**config.mk**
```make
export PLATFORM = sky130hd
export DESIGN_NAME = mem_ctrl
export DESIGN_NICKNAME = d
export VERILOG_FILES = /design/src/rtl/mem_ctrl.sv
export SDC_FILE = /design/constraint.sdc
export NUM_CORES = 1
export LEC_CHECK = 0
export ABC_AREA = 1
export CAP_MARGIN = 20
export CORE_MARGIN = 2
export CORE_UTILIZATION = 35
export DETAILED_ROUTE_END_ITERATION = 6
export PLACE_DENSITY = 0.72
export SLEW_MARGIN = 20
export SYNTH_ARGS = -nofsm -noshare
export SYNTH_HDL_FRONTEND = slang
export SYNTH_SLANG_ARGS = --single-unit
```
**constraint.sdc**
```tcl
create_clock -name clk -period 11.6 [get_ports clk]
set_input_delay 2.9 -clock clk [delete_from_list [all_inputs] [get_ports clk]]
set_output_delay 2.9 -clock clk [all_outputs]
set_load 0.02 [all_outputs]
```
**src/rtl/mem_ctrl.sv**
```systemverilog
// Memory controller: round-robin arbitration of I-cache and D-cache block requests onto a
// pipelined main memory, with response routing by cache type and per-client watchdogs.
package mem_ctrl_pkg;
   typedef logic [7:0]  main_mem_block_addr_t;
   typedef logic [63:0] block_data_t;
   typedef enum logic {READ = 1'b0, WRITE = 1'b1} req_type_t;
   typedef enum logic {ICACHE = 1'b0, DCACHE = 1'b1} cache_type_t;
endpackage

module mem_ctrl
   import mem_ctrl_pkg::*;
#(
   parameter int unsigned RESP_TIMEOUT = 16
) (
   input  logic                 clk,
   input  logic                 rst,
   input  logic                 icache_req_valid,
   output logic                 icache_req_ready,
   input  main_mem_block_addr_t icache_req_block_addr,
   output logic                 icache_resp_valid,
   output block_data_t          icache_resp_block_data,
   input  logic                 dcache_req_valid,
   output logic                 dcache_req_ready,
   input  req_type_t            dcache_req_type,
   input  main_mem_block_addr_t dcache_req_block_addr,
   input  block_data_t          dcache_req_block_data,
   output logic                 dcache_resp_valid,
   output block_data_t          dcache_resp_block_data,
   output logic                 mm_req_valid,
   output cache_type_t          mm_req_cache_type,
   output req_type_t            mm_req_type,
   output main_mem_block_addr_t mm_req_block_addr,
   output block_data_t          mm_req_block_data,
   input  logic                 mm_resp_valid,
   input  cache_type_t          mm_resp_cache_type,
   input  block_data_t          mm_resp_block_data,
   output logic                 err_timeout,
   output logic                 err_unexpected_resp
);

   localparam int unsigned CNT_W = $clog2(RESP_TIMEOUT + 1);
   localparam logic [CNT_W-1:0] CNT_MAX = CNT_W'(RESP_TIMEOUT);

   typedef enum logic [1:0] {StIdle, StPending, StWait} state_t;

   state_t               i_state_q, i_state_d, d_state_q, d_state_d;
   main_mem_block_addr_t i_addr_q, i_addr_d, d_addr_q, d_addr_d;
   req_type_t            d_type_q, d_type_d;
   block_data_t          d_data_q, d_data_d;
   cache_type_t          last_grant_q, last_grant_d;
   logic [CNT_W-1:0]     i_cnt_q, i_cnt_d, d_cnt_q, d_cnt_d;
   logic                 i_resp_valid_q, i_resp_valid_d, d_resp_valid_q, d_resp_valid_d;
   block_data_t          i_resp_data_q, i_resp_data_d, d_resp_data_q, d_resp_data_d;
   logic                 mm_valid_q, mm_valid_d;
   cache_type_t          mm_ct_q, mm_ct_d;
   req_type_t            mm_type_q, mm_type_d;
   main_mem_block_addr_t mm_addr_q, mm_addr_d;
   block_data_t          mm_data_q, mm_data_d;
   logic                 err_to_q, err_to_d, err_ur_q, err_ur_d;

   logic i_pend, d_pend, grant_i, grant_d, i_hit, d_hit;

   always_comb begin
      i_state_d      = i_state_q;
      d_state_d      = d_state_q;
      i_addr_d       = i_addr_q;
      d_addr_d       = d_addr_q;
      d_type_d       = d_type_q;
      d_data_d       = d_data_q;
      last_grant_d   = last_grant_q;
      i_cnt_d        = i_cnt_q;
      d_cnt_d        = d_cnt_q;
      i_resp_valid_d = 1'b0;
      d_resp_valid_d = 1'b0;
      i_resp_data_d  = i_resp_data_q;
      d_resp_data_d  = d_resp_data_q;
      mm_valid_d     = 1'b0;
      mm_ct_d        = ICACHE;
      mm_type_d      = READ;
      mm_addr_d      = '0;
      mm_data_d      = '0;
      err_to_d       = err_to_q;
      err_ur_d       = err_ur_q;

      i_pend  = (i_state_q == StPending);
      d_pend  = (d_state_q == StPending);
      // On a tie the client that did not win last time is granted.
      grant_i = i_pend && (!d_pend || last_grant_q == DCACHE);
      grant_d = d_pend && !grant_i;
      i_hit   = mm_resp_valid && (mm_resp_cache_type == ICACHE);
      d_hit   = mm_resp_valid && (mm_resp_cache_type == DCACHE);

      unique case (i_state_q)
         StIdle: if (icache_req_valid) begin
            i_addr_d  = icache_req_block_addr;
            i_state_d = StPending;
         end
         StPending: if (grant_i) begin
            mm_valid_d   = 1'b1;
            mm_ct_d      = ICACHE;
            mm_type_d    = READ;
            mm_addr_d    = i_addr_q;
            last_grant_d = ICACHE;
            i_cnt_d      = '0;
            i_state_d    = StWait;
         end
         StWait: if (i_hit) begin
            i_resp_valid_d = 1'b1;
            i_resp_data_d  = mm_resp_block_data;
            i_state_d      = StIdle;
         end else begin
            if (i_cnt_q != CNT_MAX) i_cnt_d = i_cnt_q + 1'b1;
            if (i_cnt_d == CNT_MAX) err_to_d = 1'b1;
         end
         default: i_state_d = StIdle;
      endcase

      unique case (d_state_q)
         StIdle: if (dcache_req_valid) begin
            d_type_d  = dcache_req_type;
            d_addr_d  = dcache_req_block_addr;
            d_data_d  = dcache_req_block_data;
            d_state_d = StPending;
         end
         StPending: if (grant_d) begin
            mm_valid_d   = 1'b1;
            mm_ct_d      = DCACHE;
            mm_type_d    = d_type_q;
            mm_addr_d    = d_addr_q;
            mm_data_d    = d_data_q;
            last_grant_d = DCACHE;
            d_cnt_d      = '0;
            d_state_d    = StWait;
         end
         StWait: if (d_hit) begin
            d_resp_valid_d = 1'b1;
            d_resp_data_d  = mm_resp_block_data;
            d_state_d      = StIdle;
         end else begin
            if (d_cnt_q != CNT_MAX) d_cnt_d = d_cnt_q + 1'b1;
            if (d_cnt_d == CNT_MAX) err_to_d = 1'b1;
         end
         default: d_state_d = StIdle;
      endcase

      if ((i_hit && i_state_q != StWait) || (d_hit && d_state_q != StWait)) err_ur_d = 1'b1;
   end

   always_ff @(posedge clk or posedge rst) begin
      if (rst) begin
         i_state_q      <= StIdle;
         d_state_q      <= StIdle;
         i_addr_q       <= '0;
         d_addr_q       <= '0;
         d_type_q       <= READ;
         d_data_q       <= '0;
         last_grant_q   <= DCACHE;
         i_cnt_q        <= '0;
         d_cnt_q        <= '0;
         i_resp_valid_q <= 1'b0;
         d_resp_valid_q <= 1'b0;
         i_resp_data_q  <= '0;
         d_resp_data_q  <= '0;
         mm_valid_q     <= 1'b0;
         mm_ct_q        <= ICACHE;
         mm_type_q      <= READ;
         mm_addr_q      <= '0;
         mm_data_q      <= '0;
         err_to_q       <= 1'b0;
         err_ur_q       <= 1'b0;
      end else begin
         i_state_q      <= i_state_d;
         d_state_q      <= d_state_d;
         i_addr_q       <= i_addr_d;
         d_addr_q       <= d_addr_d;
         d_type_q       <= d_type_d;
         d_data_q       <= d_data_d;
         last_grant_q   <= last_grant_d;
         i_cnt_q        <= i_cnt_d;
         d_cnt_q        <= d_cnt_d;
         i_resp_valid_q <= i_resp_valid_d;
         d_resp_valid_q <= d_resp_valid_d;
         i_resp_data_q  <= i_resp_data_d;
         d_resp_data_q  <= d_resp_data_d;
         mm_valid_q     <= mm_valid_d;
         mm_ct_q        <= mm_ct_d;
         mm_type_q      <= mm_type_d;
         mm_addr_q      <= mm_addr_d;
         mm_data_q      <= mm_data_d;
         err_to_q       <= err_to_d;
         err_ur_q       <= err_ur_d;
      end
   end

   assign icache_req_ready       = (i_state_q == StIdle);
   assign dcache_req_ready       = (d_state_q == StIdle);
   assign icache_resp_valid      = i_resp_valid_q;
   assign icache_resp_block_data = i_resp_data_q;
   assign dcache_resp_valid      = d_resp_valid_q;
   assign dcache_resp_block_data = d_resp_data_q;
   assign mm_req_valid           = mm_valid_q;
   assign mm_req_cache_type      = mm_ct_q;
   assign mm_req_type            = mm_type_q;
   assign mm_req_block_addr      = mm_addr_q;
   assign mm_req_block_data      = mm_data_q;
   assign err_timeout            = err_to_q;
   assign err_unexpected_resp    = err_ur_q;

endmodule
```
**Word-level counts from Yosys, hierarchy flattened**

Cells that the tools add are included.

- Flip-flop bits (word level): 303
- Input port bits: 151
- Output and inout bits: 209
- Word-level logic and storage cells: 111

- Add/subtract/negate cells: 2
- Eq/ne operators: 18
- Mux-type cells: 48
- Bitwise gates (word level): 1
- Reduce and logical (&&, ||, !) cells: 22

Operators with widths:

| kind | count |
|---|---|
| 2-to-1 mux 64 bit | 2 |
| 2-to-1 mux 5 bit | 10 |
| 2-to-1 mux 8 bit | 4 |
| 2-to-1 mux 1 bit | 22 |
| case mux 5 bit (2 select lines) | 2 |
| != test 2 bit, second input constant | 8 |
| 2-to-1 mux 2 bit | 6 |
| case mux 2 bit (3 select lines) | 2 |
| AND reduction 3 bit | 4 |
| adder 5 x 1 -> 5 bit, second input constant | 2 |
| == test 5 bit, second input constant | 2 |
| != test 5 bit, second input constant | 2 |
| AND reduction 2 bit | 4 |
| logical AND 1 bit | 6 |
| == test 2 x 1 -> 1 bit, second input constant | 2 |
| == test 2 bit, second input constant | 2 |
| zero test 2 bit | 2 |
| != test 2 x 1 -> 1 bit, second input constant | 2 |
| nonzero test 2 bit | 2 |
| zero test 1 bit | 2 |
| logical OR 1 bit | 2 |
| NOT 1 bit | 1 |

**Depth between registers and ports, before layout**

- Word-level depth: 11
- Depth in mapped cells: 10
- Gate-level depth less buffers: 10

**Least setup slack after synthesis**

No wires, ideal clock.

- Path kind: input -> register
- Start point: in mm_resp_cache_type
- End point: reg i_resp_data_q[0] (netlist: icache_resp_block_data[0])
- Library setup time: 118 ps
- Arrival time: 3597 ps
- Slack: 7884 ps
- Stages: 8
- Buffers on the path: 2
- Cell sequence: inv_1 -> nand2_1 -> nor2_4 -> inv_2 -> buf_6 -> buf_6 -> nand2_1 -> o21ai_2

- Cells in the longest elaborated chain, start to end: 3

RTL lines:

| item | RTL line | source |
|---|---|---|
| start, declared | 35 | `input cache_type_t mm_resp_cache_type,` |
| NOT 1 bit | 90 | `i_hit = mm_resp_valid && (mm_resp_cache_type == ICACHE);` |
| logical AND 1 bit | 90 |  |
| AND reduction 2 bit (no line) | -- |  |
| end signal, assigned | 183 | `i_resp_data_q <= i_resp_data_d;` |
| end, declared | 53 | `block_data_t i_resp_data_q, i_resp_data_d, d_resp_data_q, d_resp_data_d;` |

No other way between the ends.
A chain may end at the register's enable or synchronous reset.

**Worst setup path in the final report**

- Start point: reg d_state_q[1]
- End point: out dcache_req_ready

- Cells in the longest elaborated chain, start to end: 1

RTL lines:

| item | RTL line | source |
|---|---|---|
| start, declared | 46 | `state_t i_state_q, i_state_d, d_state_q, d_state_d;` |
| start signal, assigned | 152 | `d_state_q <= StIdle;` |
| start signal, assigned | 173 | `d_state_q <= d_state_d;` |
| zero test 2 bit | 196 | `assign dcache_req_ready = (d_state_q == StIdle);` |
| end, declared | 23 | `output logic dcache_req_ready,` |

No other way between the ends.

==> reports/metrics.csv <==
stage,metric,value,unit
power_and_ir_drop,p_leak,0.00797,uW
critical_path,ff2ff_setup_slack,9.15,ns
critical_path,crit_buf_inv,1,
timing,worst_hold_slack,0.465,ns
clock_tree,root_buffer,clkbuf_16,
yosys,ys_ff_latch,303,
clock_tree,clockBufferDepth,3,
floorplanning,fp.dieH,190,um
critical_path,cp-end-kind,output port,
clock_tree,ctsHtreeMaxLevel,1,
power_and_ir_drop,powerDensity,287,nW/um^2
run_status,status,finished clean,
timing,tightest_slew,1.08,ns
yosys,syn_area,12100,um^2
critical_path,ff2ff_path_depth,7,
power_and_ir_drop,p_comb_frac,0.424,
yosys,synthTopCellsByCount,"dfrtp_1, nand2_1, inv_1",
timing,drv_slew,0,
min_path,whs_endpoint,mm_req_block_addr[1]$_DFF_PP0_,
critical_path,rr_endpoint,mm_req_block_addr[0]$_DFF_PP0_,
floorplanning,dieArea,36100,um^2
power_and_ir_drop,pwr-share-seq,0.358,
timing,fmax,202,MHz
clock_tree,hold_buffers,0,
yosys,yosys_warnings,0,
route,ant_nets,0,
clock_tree,cts_resized,0,
route,first_pass_iters,4,
route,dr.first_iter.drc_count,294,
place,portBuffers,359,
critical_path,critical_path.max_stage_delay,0.69,ns
layout,drive_gt1_frac,0.162,
grt,grtUsageMet1,0.193,
timing,skew,0.0141,ns
yosys,yosysTopAreaCell,dfrtp_1,
timing,setup-violations-final,0,
min_path,min_delay_path_depth,2,
critical_path,critPathKind,reg -> out,
route,via_count,8507,
yosys,synth_flop_cell,dfrtp_1,
yosys,syn_nets,1247,
timing,period_minus_slack,4.95,ns
clock_tree,clock_latency,0.55,ns
critical_path,path_delay_family,buffers and inverters,
yosys,synthDistinctLibCells,27,
route,drc_errors,0,
grt,track_usage,0.157,
grt,use_met2,0.252,
critical_path,timing.rr.start,i_state_q[0]$_DFFE_PP0P_,
floorplanning,initial_core_util,0.353,
timing,post-route-period-util,0.426,
place,gp_congestion,0.815,
timing,slew_headroom,0.281,
yosys,synth-seq-area-share,0.626,
power_and_ir_drop,p_int,3080,uW
route,wl_per_cell,14.9,um
floorplanning,fp.dieW,190,um
timing,setup-tns-final,0,ns
clock_tree,cts.sinks,303,
floorplanning,io_pins,360,
min_path,holdCritStartpoint,d_addr_q[1]$_DFFE_PP0P_,
grt,grt_pass1_wl,45700,um
critical_path,crit_fanout,4,
critical_path,arrival,2.05,ns
yosys,ys_async_sr_fraction,1.00,
yosys,synth_edf_count,0,
layout,layout.nets,1595,
yosys,synth.most_common_cell,dfrtp_1,
clock_tree,post_cts_buffers,0,
grt,grtUsageMet3,0.0692,
min_path,hp-class,reg -> reg,
floorplanning,fp.coreArea,34300,um^2
grt,grt_pass1_vias,8675,
power_and_ir_drop,switchingPower,1790,uW
yosys,synthCells,1092,
place,dp_hpwl,19800,um
critical_path,slowest_stage,clkdlybuf4s50_1,
route,avgViaCountPerCell,4.43,
grt,grt-ovfl-total,0,
yosys,synth_top_area_frac,0.624,
clock_tree,clk_pin_slew,0.06,ns
critical_path,cp-start-kind,register,
job,maxCapViolCount,0,
yosys,synth_area_per_cell,11.1,um^2
critical_path,cp_cell_sequence,nor2_1 -> clkdlybuf4s50_1,
route,routed_wl,28700,um
grt,busiest_layer,met2,
layout,synthToLayoutAreaGrowth,40.2,%
critical_path,cp.required,8.70,ns
grt,antenna_found_initial,1,
power_and_ir_drop,swShare,0.368,
timing,rsz0062_at_grt,no,
timing,final_hold_viol_count,0,
yosys,synth.area.top_cells,"dfrtp_1, o21ai_2, nand2_1",
floorplanning,rows,68,
clock_tree,cts-buffers-inserted,31,
clock_tree,tritoncts,yes,
power_and_ir_drop,p_clk_frac,0.218,
power_and_ir_drop,ir_worst_vdd,0.170,mV
grt,grt_max_degree,167,
==> power by group through the flow <==
stage          sequential [uW]  combinational [uW]  clock (uW)
2_1_floorplan             2130                 834           0
3_3_place_gp              1740                2040           0
3_5_place_dp              1760                2080           0
4_1_cts                   1750                2090        1100
5_1_grt                   1800                2240        1150
6_report                  1740                2070        1060
==> sequential cells by signal (all words and copies together), names as in the netlist, 2 cells and up <==
signal	cells
d_addr_q	8
d_cnt_q	5
d_data_q	64
d_state_q	2
dcache_resp_block_data	64
i_addr_q	8
i_cnt_q	5
i_state_q	2
icache_resp_block_data	64
mm_req_block_addr	8
mm_req_block_data	64
==> worst min-delay path: cells and delay by family, from the launching register on <==
family / cells / cell delay (ns)
AND/OR/NAND/NOR: 2 / 0.09
flip-flops: 1 / 0.34
==> layout make-up <==
type,instances,area (um^2)
inverters,158,606
diodes,1,2.50
repair buffers,365,3690
flip-flops and latches,303,7580
clock buffers,37,838
well taps,455,569
clock inverters,20,264
multi-input cells,581,3430
fillers,3054,17300
==> cells by family (layout without fill, tap and decap cells) <==
family | after synthesis | after routing | share of synthesized area
other | 0 | 1 | 0
AND/OR/NAND/NOR | 351 | 351 | 0.146
AO/OA/AOI/OAI | 208 | 208 | 0.115
flip-flops | 303 | 303 | 0.626
multiplexers | 16 | 16 | 0.0149
adder cells (fa/ha/maj) | 4 | 4 | 0.00413
XOR/XNOR | 2 | 2 | 0.00145
buffers and inverters | 208 | 580 | 0.0921
==> metrics by stage <==
stage          total power, uW  setup slack [ns]  std cells  cell area, um^2  utilization
2_1_floorplan             2960             0.327       1092            12100            -
4_1_cts                   4940              6.61       1917            16900        0.494
3_3_place_gp              3790              6.25       1860            15800        0.461
5_1_grt                   5180              6.54       1919            17000        0.495
3_5_place_dp              3840              6.17       1860            15800        0.461
6_report                  4870              6.65       1920            17000        0.495
==> routing by layer <==
layer,vias to the layer above,part of all wire
li1,4090,-
met5,-,0
met2,343,0.45
met3,51,0.13
met4,0,0.025
met1,4023,0.40
==> how the worst max path moves through the flow <==
stage | start | end | depth (start not counted)
final | d_state_q[1]$_DFFE_PP0P_ | dcache_req_ready | 2
after global routing | d_state_q[1]$_DFFE_PP0P_ | dcache_req_ready | 2
after CTS | d_state_q[1]$_DFFE_PP0P_ | dcache_req_ready | 2
after detailed placement | mm_resp_cache_type | icache_resp_block_data[31]$_DFFE_PP0P_ | 8
after global placement | mm_resp_cache_type | icache_resp_block_data[20]$_DFFE_PP0P_ | 8
after floorplan | rst | d_addr_q[0]$_DFFE_PP0P_ | 1
==> cells in the final DEF (no fill, tap or decap), types with 11 or more instances in the layout <==
cell type	instances
nor2_4	54
nor2_1	91
o21ai_0	11
clkdlybuf4s50_1	359
dfrtp_1	302
nand2_1	186
nand3_1	12
inv_1	149
clkbuf_16	31
o21ai_2	92
o21ai_1	36
a21oi_1	65
mux2_2	16
No activity file was read; power rests on OpenSTA's default activity.
